$ cat src/rtl/fifo_wr_arbiter_if.sv
// Write-side bundle between NUM_REQ producers, the arbiter and the FIFO write port.
interface fifo_wr_arbiter_if #(
   parameter int NUM_REQ = 4,
   parameter int DATA_W  = 8
);
   localparam int ID_W = (NUM_REQ > 1) ? $clog2(NUM_REQ) : 1;

   logic [NUM_REQ-1:0]        req;
   logic [NUM_REQ-1:0]        req_last;
   logic [NUM_REQ*DATA_W-1:0] req_data;
   logic                      fifo_full;
   logic [NUM_REQ-1:0]        gnt;
   logic [NUM_REQ-1:0]        ack;
   logic                      fifo_wr_en;
   logic [DATA_W-1:0]         fifo_data;
   logic                      busy;
   logic [ID_W-1:0]           owner_id;

   // Producers and the FIFO full flag drive the master side; the arbiter is the slave.
   modport master (
      output req, req_last, req_data, fifo_full,
      input  gnt, ack, fifo_wr_en, fifo_data, busy, owner_id
   );

   modport slave (
      input  req, req_last, req_data, fifo_full,
      output gnt, ack, fifo_wr_en, fifo_data, busy, owner_id
   );
endinterface

$ cat src/rtl/fifo_wr_arbiter.sv
// Round-robin, burst-granular arbiter sharing one FIFO write port among NUM_REQ producers.
// Per-requester gating lives in a lane module; the FSM owns grant, beat count and fairness pointer.
module fifo_wr_arbiter_lane #(
   parameter int DATA_W = 8
) (
   input  logic              gnt,
   input  logic              req,
   input  logic              req_last,
   input  logic              fifo_full,
   input  logic [DATA_W-1:0] data,
   output logic              req_hit,
   output logic              ack,
   output logic              last_hit,
   output logic [DATA_W-1:0] data_out
);
   // gnt is only ever set in BURST, so gating by it keeps every output quiet when idle or in reset.
   assign req_hit  = gnt & req;
   assign ack      = gnt & req & ~fifo_full;
   assign last_hit = ack & req_last;
   assign data_out = gnt ? data : '0;
endmodule

module fifo_wr_arbiter #(
   parameter int NUM_REQ   = 4,
   parameter int DATA_W    = 8,
   parameter int MAX_BURST = 8
) (
   input logic                clk,
   input logic                rst,
   fifo_wr_arbiter_if.slave   bus
);
   localparam int ID_W  = (NUM_REQ > 1) ? $clog2(NUM_REQ) : 1;
   localparam int CNT_W = $clog2(MAX_BURST + 1);

   typedef enum logic {IDLE, BURST} state_t;

   state_t                           state;
   logic [NUM_REQ-1:0]               gnt;
   logic                             busy;
   logic [ID_W-1:0]                  owner_id;
   logic [ID_W-1:0]                  last_owner;
   logic [CNT_W-1:0]                 beat_cnt;

   logic [NUM_REQ-1:0]               req_hit;
   logic [NUM_REQ-1:0]               ack;
   logic [NUM_REQ-1:0]               last_hit;
   logic [NUM_REQ-1:0][DATA_W-1:0]   lane_data;
   logic [DATA_W-1:0]                data_sel;
   logic                             wr;
   logic                             owner_req;
   logic                             last_acc;
   logic                             cap_hit;
   logic                             release_now;
   logic [ID_W-1:0]                  winner;

   // First asserted request scanning upward from last+1, wrapping.
   function automatic logic [ID_W-1:0] rr_pick(input logic [NUM_REQ-1:0] r,
                                                input logic [ID_W-1:0]    last);
      logic [ID_W-1:0] pick;
      logic            found;
      int              idx;
      pick  = '0;
      found = 1'b0;
      for (int k = 1; k <= NUM_REQ; k++) begin
         idx = (int'(last) + k) % NUM_REQ;
         if (!found && r[idx]) begin
            found = 1'b1;
            pick  = ID_W'(idx);
         end
      end
      return pick;
   endfunction

   for (genvar i = 0; i < NUM_REQ; i++) begin : g_lane
      fifo_wr_arbiter_lane #(.DATA_W(DATA_W)) u_lane (
         .gnt      (gnt[i]),
         .req      (bus.req[i]),
         .req_last (bus.req_last[i]),
         .fifo_full(bus.fifo_full),
         .data     (bus.req_data[i*DATA_W +: DATA_W]),
         .req_hit  (req_hit[i]),
         .ack      (ack[i]),
         .last_hit (last_hit[i]),
         .data_out (lane_data[i])
      );
   end

   always_comb begin
      data_sel = '0;
      for (int i = 0; i < NUM_REQ; i++) data_sel = data_sel | lane_data[i];
   end

   assign wr          = |ack;
   assign owner_req   = |req_hit;
   assign last_acc    = |last_hit;
   assign cap_hit     = (beat_cnt == CNT_W'(MAX_BURST - 1));
   // Abandon releases without a write; last/cap only count on an accepted beat.
   assign release_now = (state == BURST) & (~owner_req | (wr & (last_acc | cap_hit)));
   assign winner      = rr_pick(bus.req, last_owner);

   always_ff @(posedge clk or posedge rst) begin
      if (rst) begin
         state      <= IDLE;
         gnt        <= '0;
         busy       <= 1'b0;
         owner_id   <= '0;
         beat_cnt   <= '0;
         last_owner <= ID_W'(NUM_REQ - 1);
      end else begin
         case (state)
            IDLE: begin
               if (|bus.req) begin
                  gnt      <= NUM_REQ'(1) << winner;
                  owner_id <= winner;
                  beat_cnt <= '0;
                  busy     <= 1'b1;
                  state    <= BURST;
               end
            end
            BURST: begin
               if (release_now) begin
                  gnt        <= '0;
                  busy       <= 1'b0;
                  last_owner <= owner_id;
                  state      <= IDLE;
               end else if (wr) begin
                  beat_cnt <= beat_cnt + 1'b1;
               end
            end
            default: state <= IDLE;
         endcase
      end
   end

   assign bus.gnt        = gnt;
   assign bus.ack        = ack;
   assign bus.fifo_wr_en = wr;
   assign bus.fifo_data  = data_sel;
   assign bus.busy       = busy;
   assign bus.owner_id   = owner_id;
endmodule

$ cat src/flat_wrapper.sv
// flat-port wrapper written by rule: the top's interface ports become plain ports
module fifo_wr_arbiter_flat 
#(
   parameter int NUM_REQ   = 4,
   parameter int DATA_W    = 8,
   parameter int MAX_BURST = 8
)
  (clk, rst, bus_req, bus_req_last, bus_req_data, bus_fifo_full, bus_gnt, bus_ack, bus_fifo_wr_en, bus_fifo_data, bus_busy, bus_owner_id);
  fifo_wr_arbiter_if #(.NUM_REQ(NUM_REQ), .DATA_W(DATA_W)) bus_i ();
  input logic clk;
  input logic rst;
  input wire logic [$bits(bus_i.req)-1:0] bus_req;
  input wire logic [$bits(bus_i.req_last)-1:0] bus_req_last;
  input wire logic [$bits(bus_i.req_data)-1:0] bus_req_data;
  input wire logic [$bits(bus_i.fifo_full)-1:0] bus_fifo_full;
  output wire logic [$bits(bus_i.gnt)-1:0] bus_gnt;
  output wire logic [$bits(bus_i.ack)-1:0] bus_ack;
  output wire logic [$bits(bus_i.fifo_wr_en)-1:0] bus_fifo_wr_en;
  output wire logic [$bits(bus_i.fifo_data)-1:0] bus_fifo_data;
  output wire logic [$bits(bus_i.busy)-1:0] bus_busy;
  output wire logic [$bits(bus_i.owner_id)-1:0] bus_owner_id;
  assign bus_i.req = bus_req;
  assign bus_i.req_last = bus_req_last;
  assign bus_i.req_data = bus_req_data;
  assign bus_i.fifo_full = bus_fifo_full;
  assign bus_gnt = bus_i.gnt;
  assign bus_ack = bus_i.ack;
  assign bus_fifo_wr_en = bus_i.fifo_wr_en;
  assign bus_fifo_data = bus_i.fifo_data;
  assign bus_busy = bus_i.busy;
  assign bus_owner_id = bus_i.owner_id;
  fifo_wr_arbiter #(.NUM_REQ(NUM_REQ), .DATA_W(DATA_W), .MAX_BURST(MAX_BURST)) u_core (.clk(clk), .rst(rst), .bus(bus_i));
endmodule
$ cat config.mk
export PLATFORM = sky130hd
export DESIGN_NAME = fifo_wr_arbiter_flat
export DESIGN_NICKNAME = d
export VERILOG_FILES = /design/src/rtl/fifo_wr_arbiter_if.sv /design/src/rtl/fifo_wr_arbiter.sv /design/src/flat_wrapper.sv
export SDC_FILE = /design/constraint.sdc
export NUM_CORES = 1
export LEC_CHECK = 0
export CAP_MARGIN = 40
export CORE_ASPECT_RATIO = 1.25
export CORE_MARGIN = 8
export CORE_UTILIZATION = 25
export CTS_CLUSTER_SIZE = 8
export DETAILED_ROUTE_END_ITERATION = 10
export GPL_ROUTABILITY_DRIVEN = 0
export PLACE_DENSITY = 0.7
export SLEW_MARGIN = 25
export SYNTH_ARGS = -nofsm -noshare
export SYNTH_HDL_FRONTEND = slang
export SYNTH_SLANG_ARGS = --single-unit
$ cat constraint.sdc
create_clock -name clk -period 1.97 [get_ports clk]
set_input_delay 0.4925 -clock clk [delete_from_list [all_inputs] [get_ports clk]]
set_output_delay 0.4925 -clock clk [all_outputs]
set_load 0.03 [all_outputs]
==> key figures <==
Clock network
  • H-tree level count: 1
  • TritonCTS clock tree: built
  • Clk root buf: clkbuf_8
  • CTS clk-pin slew, worst paths: 0.06 ns
  • Clock tree buffer depth: 2
  • # clock sinks: 14
  • Inserted Clock Buffers: 3
  • Clock latency on the worst-skew pair: 0.24 ns
  • Cts hold-fix bufs: 0

Logic synthesis
  • Seq cells post-synth: 14
  • Asr flop ratio synth: 100.0%
  • Post-Syn Instances: 117
  • Most frequent cells after synthesis: a22oi_1 (18), nand2_1 (17), dfrtp_1 (12), buf_4 (8)
  • Syn_area_per_cell: 8.716 um2
  • Syn_nets: 161
  • Synth warn: 0
  • Post-synth EDFFs: 0
  • Synth unique cells: 42
  • Mapped Area: between 1000 and 1500 um2
  • Post-synth top flop: dfrtp_1
  • Area leader, netlist: dfrtp_1
  • Post-synthesis sequential area ratio: 34.60%
  • Count leader, synth: a22oi_1
  • Top cell type's share of synthesized area: 29.45%
  • Synth top area cells: dfrtp_1 (29%), a22oi_1 (13%), nand2_1 (6.3%), buf_4 (5.9%), dfstp_2 (5.2%)

Floorplan
  • CORE AREA: 4001 um2
  • Die footprint: 6391 um2
  • Row count: 26
  • Initial core utilization: 25.48%
  • Die Height: just under 90 um
  • # IOs: 63
  • Die Width: between 70 and 80 um

Setup path
  • CP Class: register to output pin
  • Arr. time, crit path: approximately 1.5 ns
  • CP Launch Type: register
  • WP data required: 1.48 ns
  • Critical path's slowest cell: or4_4
  • Crit path capture type: output pin
  • CP Max Fanout: 2
  • Critical Path Max Stage Delay: 0.53 ns
  • R2R Setup Slk: approximately 0.12 ns
  • Critical path cell sequence: and3b_1 -> or4_4 -> buf_6

Timing
  • Hold_ws: 0.4853 ns
  • Max Freq: 504.8 MHz
  • Worst-margin pin slew: 0.5516 ns
  • Worst slew margin: approximately 63%
  • Post-route setup slack: -0.01084 ns
  • Fin. max-slew vios: 0
  • RSZ-0062 raised after global routing: true
  • Minimum clock period: approximately 2 ns
  • Hold Vio Cnt, Final: 0
  • Setup violators final: 1
  • Final period util: 100.6%
  • Worst Skew: 0.002175 ns

Route
  • DR WL/cell: ~15 um
  • Total Wirelength: 3712 um
  • Vias: 1166
  • Remaining antenna violation count: 0
  • Via density per instance: 4.721
  • Post-route DRC violation count: 0
  • Violation count after the first detailed-route iteration: 48
  • DR pass1 iterations: 4

Placed design
  • Placed cell area: 1763 um2
  • Pre-CTS WS: -1.004 ns
  • Post-DP HPWL: 3050 um
  • Placed Cells incl. Taps: 243
  • Port bufs: between 60 and 70

Global routing
  • Largest net degree at the start of global routing: 15
  • Vias in the first global route: 1246
  • Initial antenna violation count: 0
  • First-pass GRT wire length: 5989 um
  • GRT Total Usage: 11.79%
  • Total gr overflow: 0

Cells and area
  • Layout cell share with drive strength beyond 1: about a third
  • Area delta synth->final: 79.63%
  • Layout Nets: 236
  • ANT cells: 0
  • Final instance area: 1832 um2
  • Final Non-Filler Cells: approximately 250

Pwr
  • PD cells: 1467 nW/um2
  • Max VDD drop: 734.8 uV
  • Clk pwr share: 10.3%
  • Cell Int Power: 1.445 mW
  • Overall power: 2.688 mW
  • Leak: a little under 0.9 nW
  • Seq pwr share: 18.9%
  • Psw: 1.243 mW
  • Sw frac: 46.25%
  • Combinational share of power: between 70% and 80%

Flow run
  • MaxCap Viol Count: 0

Status
  • Status: finished with violations
  • Violated checks: setup timing

Min path
  • Min-Delay Path Class: register to register
## flip-flops by register name (all words and copies together), names as in the netlist
name                 cells
u_core.beat_cnt          4
u_core.state             1
u_core.bus.owner_id      2
u_core.bus.gnt           4
u_core.bus.busy          1
u_core.last_owner        2
## final cells by class
| type | count | area (um2) |
|---|---|---|
| clock buffers | 4 | 55.05 |
| fillers | 397 | 2170 |
| inverters | 5 | 18.77 |
| multi-input cells | 84 | 593.1 |
| flip-flops and latches | 14 | 352.8 |
| well taps | 56 | 70.07 |
| repair buffers | 84 | 742.0 |
## path summary, 6_finish.rpt
path	startpoint	to	cells past startpoint
worst max-delay path	u_core.bus.gnt[2]$_DFFE_PP0P_	bus_fifo_wr_en	3
worst min-delay path	u_core.bus.busy$_DFFE_PP0P_	u_core.bus.busy$_DFFE_PP0P_	2
worst max register to register	u_core.bus.gnt[2]$_DFFE_PP0P_	u_core.beat_cnt[3]$_DFFE_PP0P_	7
worst min register to register	u_core.bus.busy$_DFFE_PP0P_	u_core.bus.busy$_DFFE_PP0P_	2
max in group asynchronous	rst	u_core.last_owner[1]$_DFFE_PP1P_	2
min in group asynchronous	rst	u_core.bus.owner_id[0]$_DFFE_PP0P_	2
## cells in the final DEF (no fill, tap or decap), drive strengths merged, types with 2 or more instances in the layout
master	count
and3b	4
dlymetal6s2s	2
a21o	2
nand3	4
mux2	2
dlygate4sd2	3
nand2	17
buf	39
clkdlybuf4s50	40
dfrtp	12
a22oi	18
nor2	4
o21ai	3
dfstp	2
a21oi	3
inv	5
clkbuf	4
o211ai	2
## metal layers
metal	vias up	GRT usage (%)	share of wire [%]
met5	-	0	0
met4	0	4.380	2.0
met3	7	2.189	4.5
met2	29	21.19	55
met1	546	13.21	38
li1	584	-	-
## metrics by stage
stage	utilization, %	TNS (ns)
6_report	45.78	-0.01084
5_1_grt	45.78	-0.04823
4_1_cts	45.37	-0.02713
3_5_place_dp	44.06	-7.040
3_3_place_gp	44.06	-6.674
2_1_floorplan	-	0
## repair_timing
action                     in CTS  in global routing
resized for setup              29                  5
setup buffers                   1                  0
setup endpoints to repair      18                  9
pin swaps                       8                  3
## cell families (layout without fill, tap and decap cells)
kind of cell / count (synthesis) / in the layout / synth area share (%)
buffers and inverters: 19 / 93 / 9.939
AO/OA/AOI/OAI: 40 / 40 / 29.33
AND/OR/NAND/NOR: 40 / 40 / 21.72
flip-flops: 14 / 14 / 34.60
adder cells (fa/ha/maj): 1 / 1 / 1.227
multiplexers: 3 / 3 / 3.190
## power groups by stage
stage / registers (mW) / clock network (mW) / logic [mW]
3_5_place_dp: 0.509 / 0 / 1.87
2_1_floorplan: 0.544 / 0 / 1.11
3_3_place_gp: 0.509 / 0 / 1.86
4_1_cts: 0.507 / 0.286 / 1.89
6_report: 0.508 / 0.277 / 1.90
5_1_grt: 0.525 / 0.302 / 2.06
## worst max-delay path, delay by kind of cell, from the launching register on
family                 cells  cell delay, ns
buffers and inverters      1            0.15
DFF                        1            0.38
and+or+nand+nor            2            0.71
Power figures use the tool's default switching activity.
